$ cat src/rtl/afifo_read_sched.sv
// Read-side scheduler: shares one async-FIFO read port among NReq consumers.
// The port is granted round-robin in bursts of at most BurstLen pops. A burst
// ends early when the owner drops its request or the FIFO stays unpoppable
// for StallMax consecutive cycles. Popped words come out one cycle later,
// tagged with the index of the requester that owned the pop.
module afifo_read_sched #(
   parameter  int Width    = 12,
   parameter  int NReq     = 4,
   parameter  int BurstLen = 8,
   parameter  int StallMax = 16,
   localparam int OwnerW   = $clog2(NReq)
) (
   input  logic              rclk,
   input  logic              dirclr,
   input  logic [Width-1:0]  fifo_rd,
   input  logic              fifo_rempty,
   output logic              fifo_r,
   input  logic [NReq-1:0]   req,
   input  logic [NReq-1:0]   ready,
   output logic [NReq-1:0]   grant,
   output logic [Width-1:0]  dout,
   output logic              dout_valid,
   output logic [OwnerW-1:0] dout_owner,
   output logic              burst_done
);

   localparam int PopW   = $clog2(BurstLen + 1);
   localparam int StallW = $clog2(StallMax + 1);

   // Terminal counts: the exit decision is taken on the cycle that would
   // reach the limit, so neither counter ever wraps.
   localparam logic [PopW-1:0]   POP_LAST   = PopW'(BurstLen - 1);
   localparam logic [StallW-1:0] STALL_LAST = StallW'(StallMax - 1);

   typedef enum logic [1:0] {
      IDLE    = 2'd0,
      BURST   = 2'd1,
      RELEASE = 2'd2
   } state_t;

   state_t              state;
   state_t              state_nxt;
   logic [OwnerW-1:0]   owner;
   logic [OwnerW-1:0]   rr;
   logic [PopW-1:0]     popcnt;
   logic [StallW-1:0]   stallcnt;
   logic [OwnerW-1:0]   winner;
   logic                win_found;
   logic                own_req;
   logic                own_rdy;
   logic                pop;

   assign own_req = req[owner];
   assign own_rdy = ready[owner];

   // A pop needs an active burst, a requesting and ready owner, and data at the head.
   assign pop = (state == BURST) && own_req && own_rdy && !fifo_rempty;

   // Round-robin arbiter: first set request scanning upward from rr+1 with wrap.
   always_comb begin
      // NOTE: every variable written in a combinational block gets a default
      // first, so no path through the block can leave it holding (a latch).
      winner    = '0;
      win_found = 1'b0;
      for (int i = 1; i <= NReq; i++) begin
         if (!win_found && req[(int'(rr) + i) % NReq]) begin
            winner    = OwnerW'((int'(rr) + i) % NReq);
            win_found = 1'b1;
         end
      end
   end

   // State register; dirclr abandons any burst immediately.
   always_ff @(posedge rclk or posedge dirclr) begin
      if (dirclr) begin
         // NOTE: clocked state uses non-blocking assignments so every register
         // samples the pre-edge values, independent of block evaluation order.
         state <= IDLE;
      end else begin
         state <= state_nxt;
      end
   end

   // Next-state logic; a dropped owner request outranks both burst limits.
   always_comb begin
      state_nxt = state;
      unique case (state)
         IDLE: begin
            if (win_found) state_nxt = BURST;
         end
         BURST: begin
            if (!own_req)                    state_nxt = RELEASE;
            else if (pop && popcnt == POP_LAST) state_nxt = RELEASE;
            else if (!pop && stallcnt == STALL_LAST) state_nxt = RELEASE;
         end
         RELEASE: state_nxt = IDLE;
         default: state_nxt = IDLE;
      endcase
   end

   // Outputs decoded from registered state so grant only moves on edges or dirclr.
   always_comb begin
      fifo_r     = pop;
      grant      = '0;
      burst_done = 1'b0;
      if (state == BURST)   grant      = NReq'(1) << owner;
      if (state == RELEASE) burst_done = 1'b1;
   end

   // Burst bookkeeping: owner capture, pop/stall counting, round-robin pointer.
   always_ff @(posedge rclk or posedge dirclr) begin
      if (dirclr) begin
         owner    <= '0;
         rr       <= OwnerW'(NReq - 1);
         popcnt   <= '0;
         stallcnt <= '0;
      end else begin
         unique case (state)
            IDLE: begin
               if (win_found) owner <= winner;
               popcnt   <= '0;
               stallcnt <= '0;
            end
            BURST: begin
               if (pop) begin
                  popcnt   <= popcnt + PopW'(1);
                  stallcnt <= '0;
               end else begin
                  stallcnt <= stallcnt + StallW'(1);
               end
            end
            RELEASE: rr <= owner;
            default: ;
         endcase
      end
   end

   // Return path: popped word and its owner, valid for exactly one cycle.
   always_ff @(posedge rclk or posedge dirclr) begin
      if (dirclr) begin
         dout       <= '0;
         dout_valid <= 1'b0;
         dout_owner <= '0;
      end else begin
         dout_valid <= pop;
         if (pop) begin
            dout       <= fifo_rd;
            dout_owner <= owner;
         end
      end
   end

endmodule

$ cat config.mk
export PLATFORM = sky130hd
export DESIGN_NAME = afifo_read_sched
export DESIGN_NICKNAME = d
export VERILOG_FILES = /design/src/rtl/afifo_read_sched.sv
export SDC_FILE = /design/constraint.sdc
export NUM_CORES = 1
export LEC_CHECK = 0
export ABC_AREA = 0
export CAP_MARGIN = 10
export CORE_ASPECT_RATIO = 2
export CORE_MARGIN = 2
export CORE_UTILIZATION = 42
export DETAILED_ROUTE_END_ITERATION = 12
export PLACE_DENSITY = 0.75
export SETUP_SLACK_MARGIN = 0.2
export SYNTH_ARGS = -nofsm -noshare
export SYNTH_HDL_FRONTEND = slang
export SYNTH_SLANG_ARGS = --single-unit
$ cat constraint.sdc
create_clock -name rclk -period 1.9 [get_ports rclk]
set_input_delay 0.19 -clock rclk [delete_from_list [all_inputs] [get_ports rclk]]
set_output_delay 0.19 -clock rclk [all_outputs]
set_load 0.02 [all_outputs]
-- After elaboration in Yosys (flattened, before gate mapping)
Index checks and enable logic that the tools add are counted.
- output and inout bits: 21
- bits in registers: 30
- bits of input ports: 23
- logic and storage cells: 88
- mux-type cells: 35
- $lt $le $gt $ge: 5
- shifts and indexed selects: 1
- bitwise logic cells: 4
- add/subtract/negate cells: 6
- reduce and logical (&&, ||, !) cells: 22
- eq/ne operators: 7
- operators by type and width (kind ; count):
    < comparator 3 x 4 -> 1 bit (second input constant) ; 4
    2-to-1 mux 2 bit ; 8
    2-to-1 mux 1 bit ; 15
    binary-select mux 1 bit (select 2 bit) ; 6
    case mux 5 bit (2 select lines) ; 1
    logical AND 1 bit ; 8
    2-to-1 mux 4 bit ; 2
    case mux 4 bit (2 select lines) ; 1
    OR reduction 2 bit ; 4
    AND reduction 2 bit ; 3
    adder 5 x 1 -> 5 bit (second input constant) ; 1
    equality test 5 x 4 -> 1 bit (second input constant) ; 1
    zero test 1 bit ; 5
    2-to-1 mux 5 bit ; 1
    adder 2 x 1 -> 2 bit (second input constant) ; 2
    adder 2 bit (second input constant) ; 2
    adder 4 x 1 -> 4 bit (second input constant) ; 1
    AND 1 bit (first input constant) ; 4
    equality test 4 x 3 -> 1 bit (second input constant) ; 1
    != test 2 bit (second input constant) ; 2
    != test 4 x 2 -> 1 bit (second input constant) ; 1
    case mux 2 bit (2 select lines) ; 1
    << shifter 1 x 2 -> 4 bit (first input constant) ; 1
    < comparator 2 x 3 -> 1 bit (second input constant) ; 1
    4 further kinds ; 4

-- Longest topological paths before layout
Gate-level depths: netlist of the first run.
- depth in word-level cells: 18
- mapped depth: 7
- gate-level depth less buffers: 5

-- Worst setup path before layout of the first run
OpenSTA, ideal clock, no wires.
- path type: flip-flop to flip-flop
- start point: register owner[1]
- end point: register dout[0]
- library setup time: 128 ps
- stages on the path, launching flop included: 7
- period minus slack after synthesis: 1887 ps
- data required time: 1772 ps
- path buffers: 1
- data arrival time: 1759 ps
- slack: 13 ps
- cell sequence: dfrtp_1 or3b_4 o22ai_2 nand2_1 inv_2 buf_6 mux2_1
- word-level cells in the longest chain between the ends: 5
- elaborated cells between the ends (all ways): 7
- those cells by class: mux: 4; reduce/logical: 3
- RTL lines (item ; line ; text):
    from (decl) ; 43 ; logic [OwnerW-1:0] owner;
    from (signal assigned) ; 120 ; if (win_found) owner <= winner;
    binary-select mux 1 bit (select 2 bit) ; 53 ; assign own_req = req[owner];
    2-to-1 mux 1 bit (implied by the code) ; 53 ;
    logical AND 1 bit ; 57 ; assign pop = (state == BURST) && own_req && own_rdy && !fifo_rempty;
    logical AND 1 bit (*) (2 in a row) ; 57 ;
    via fifo_r ; 17 ; output logic fifo_r,
    to (signal assigned) ; 147 ; dout <= fifo_rd;
    to (decl) ; 21 ; output logic [Width-1:0] dout,
Mark *: on every way through the listed nets, which the timed path passes. The rest lies on a longest branch. The select of a mux whose other input is x is not followed.
A chain may end at the register's enable or synchronous reset.

-- Worst setup path in the final report of the first run
- start point: register owner[1]
- end point: register popcnt[3]
- word-level cells in the longest chain between the ends: 7
- elaborated cells between the ends (all ways): 9
- those cells by class: eq/ne: 1; mux: 4; reduce/logical: 4
- RTL lines (item ; line ; text):
    binary-select mux 1 bit (select 2 bit) ; 53 ;
    2-to-1 mux 1 bit (implied by the code) ; 53 ;
    logical AND 1 bit ; 57 ;
    logical AND 1 bit (*) (2 in a row) ; 57 ;
    != test 2 bit (no source line) (*) ; n/a ;
    AND reduction 2 bit (no source line) (*) ; n/a ;
    to (signal assigned) ; 126 ; popcnt <= popcnt + PopW'(1);
    to (decl) ; 45 ; logic [PopW-1:0] popcnt;
Every way passes the cells marked *; elsewhere a longest branch is shown, timed or not. The select of a mux whose other input is x is not followed.

==> impl_results.md, run 1 <==
- Final wirelength: 4.49 mm
- RSZ-0062 raised after global routing: yes
- Worst Reg-to-Reg Cells: 5
- Reg-to-Reg Start: owner[1]
- Placed Area: 0.00215 mm2
- Internal power: 2480 uW
- GRT Total Usage: about a quarter
- DRC violation count after routing: 0
- Clock tree from TritonCTS: built
- Number of global-route vias before repair: 1539
- Antenna Cells: 0
- Slew HR: 74.8%
- Clock latency on the worst-skew pair: 0.29 ns
- Post-placement setup slack: -0.124 ns
- Worst-Margin Slew: 0.379 ns
- Post-synth EDFFs: 0
- Initial Util: about 44%
- Worst-path clk slew: around 0.07 ns
- Die extent in x: about 46 um
- Pleak: 0.00112 uW
- Post-Synthesis Cells: 136
- Max Clock Skew: between 0.008 and 0.009 ns
- Top Ports: 44
- GPL Wtd Cong: roughly 0.76
- Dominant cells by area after synthesis: dfrtp_1 47%, mux2_1 6.0%, mux2_2 6.0%
- Core Box Area: 0.00338 mm2
- Clk pwr share: 15.5%
- Post-Syn Nets: 162
- Area share of the largest cell type after synthesis: 47.0%
- Area Overhead vs Synth: 69.7%
- CTS Hold Bufs: 0
- NetSw: 1470 uW
- Filler Cell Count: 213
- Design area: 0.00253 mm2
- Peak supply drop: 972 uV
- Most used flip-flop cell after synthesis: dfrtp_1
- Synth Register Bits: 30
- H-tree depth: 2
- Status: finished, violations left
- Switching part of the total power: 37.2%
- Crit-path max FO: 6
- Die area: 0.00407 mm2
- Share of cells above drive strength 1: between 40% and 50%
- Final worst slack: -0.00389 ns
- Max Freq: around 530 MHz
- Seq pwr share: approximately 29%
- CP endpoint kind: flip-flop
- Number of max-cap violations: 0
- Final Max Slew Viols: 0
- Max clock buf depth: 2
- Dominant cell by count in the synthesized netlist: dfrtp_1
- Via density: 5.61
- Pwr dens: roughly 1600 mW/mm2
- Required @ worst endpoint: 2.11 ns
- Tcrit/Tclk final: 100%
- Area leader, netlist: dfrtp_1
- Yosys cell types: 36
- Fin nets: 241
- DR WL/cell: 18.1 um
- Critical Path Start Type: flip-flop
- Sequential-to-total area share from yosys stat: 50.5%
- Sink Count: 30
- Initial antenna violation count: 0
- Cts bufs inserted: 5
- GRT overflow: 0
- Ys async rst share: 100%
- Power Total: 3950 uW
- Crit path DAT: 2.11 ns
- Synth top cells by count: 28 x dfrtp_1, 13 x nand2_1, 10 x o21ai_0
- Chip height: 88.3 um
- Mapped Area: around 0.0015 mm2
- Global-route wire length before repair: 7.04 mm
- Via count: 1392
- Crit path kind: reg -> reg
- Row cnt: 30
- Period minus WS final: 1.90 ns
- Clock root buffer: clkbuf_8
- DRT antenna net count: 0
- # setup viols final: 1
- R2r setup slk: -0.004 ns
- Post-DP HPWL: 2.90 mm
- PortBufs: 43
- Syn avg cell area: about 11 um2
- Crit path launch: owner[1]
- Yosys Warn Count: 0
- Reg2reg end: popcnt[3]
- DR pass1 iterations: 4
- Final hold vios: 0
- Starting DRT DRC Count: 36
- Worst Hold Class: in -> async
- Logic pwr share: 55.4%
- Setup TNS: -0.00389 ns
- Largest net degree at the start of global routing: 31
- Util after Layout: 74.9%
- Failing checks: negative setup slack
==> layout make-up <==
cell class / count / area (um2) / area share [%]
inverters: 9 / 36.3 / 1.43
multi-input cells: 94 / 866 / 34.2
clock buffers: 8 / 110 / 4.35
flip-flops and latches: 30 / 756 / 29.9
repair buffers: 75 / 723 / 28.6
well taps: 32 / 40.0 / 1.58
==> logic make-up after synthesis <==
| kind of cell | synth area share (%) |
|---|---|
| buf+inv | 3.61 |
| compound gates | 14.8 |
| simple gates | 13.1 |
| fa+ha+maj | 2.52 |
| mux | 15.4 |
| flops | 50.5 |
==> critical path, cell delays in order (launching register included) <==
cell     delay (ns)
dfrtp_2        0.45
or3b_4         0.43
buf_6          0.14
o22a_4         0.23
or4_1          0.41
a21oi_1        0.17
==> worst max path at each step <==
stage          slack, ns         to
2_1_floorplan       0.15    dout[0]
3_3_place_gp       -0.11     fifo_r
3_5_place_dp       -0.12     fifo_r
4_1_cts             0.03     fifo_r
5_1_grt            -0.02  popcnt[2]
6_report          -0.004  popcnt[3]
==> registers in the layout, indices dropped and copies added, names as in the netlist <==
signal and flops:
rr 2, dout_valid 1, dout 12, popcnt 4
dout_owner 2, state 2, owner 2, stallcnt 5
==> per-layer routing <==
| layer | vias up | track usage [%] | share of wire [%] |
|---|---|---|---|
| met5 | - | 0 | 0 |
| met4 | 0 | 10.9 | 4.1 |
| met3 | 14 | 5.71 | 4.5 |
| met2 | 52 | 45.2 | 59 |
| met1 | 683 | 24.2 | 33 |
| li1 | 643 | - | - |
==> power by group through the flow <==
stage | Combinational (uW) | Sequential [uW] | Clock, uW
floorplan | 827 | 1250 | 0
global placement | 1730 | 1110 | 0
detailed placement | 1770 | 1120 | 0
CTS | 2000 | 1120 | 609
global route | 2320 | 1180 | 644
finish | 2190 | 1150 | 611
==> through the flow <==
step,std cells,hold WS (ns)
floorplan,136,0.279
global placement,229,0.464
detailed placement,229,0.500
CTS,245,0.294
global route,248,0.303
finish,248,0.266
==> placed cells by master (no fill, tap or decap), types with 3 or more instances in the layout <==
cell type and n:
mux2_4 14, nand3_1 3, a21oi_1 4, dfrtp_1 26
nand2_1 12, clkdlybuf4s50_1 37, nor2_1 6, inv_1 8
buf_4 24, clkbuf_8 8, o21ai_0 8, buf_6 8
ha_1 3, nand2b_1 5, o31ai_1 3
==> repair_timing <==
| action | in CTS | in global routing |
|---|---|---|
| pin swaps | 2 | 6 |
| cloned | 1 | 0 |
| endpoints found under the hold margin | 0 | 0 |
| setup endpoints to repair | 25 | 30 |
| resized for setup | 44 | 29 |
| setup buffers | 7 | 3 |
(Power assumes the default switching activity.)
==> run 2: changes to the inputs <==
--- a/config.mk
+++ b/config.mk
@@ -6,7 +6,7 @@
 export NUM_CORES = 1
 export LEC_CHECK = 0
 export ABC_AREA = 0
-export CAP_MARGIN = 10
+export CAP_MARGIN = 25
 export CORE_ASPECT_RATIO = 2
 export CORE_MARGIN = 2
 export CORE_UTILIZATION = 42
==> results of run 2 <==
No change in the layout: final DEF, timing and power equal those of run 1.
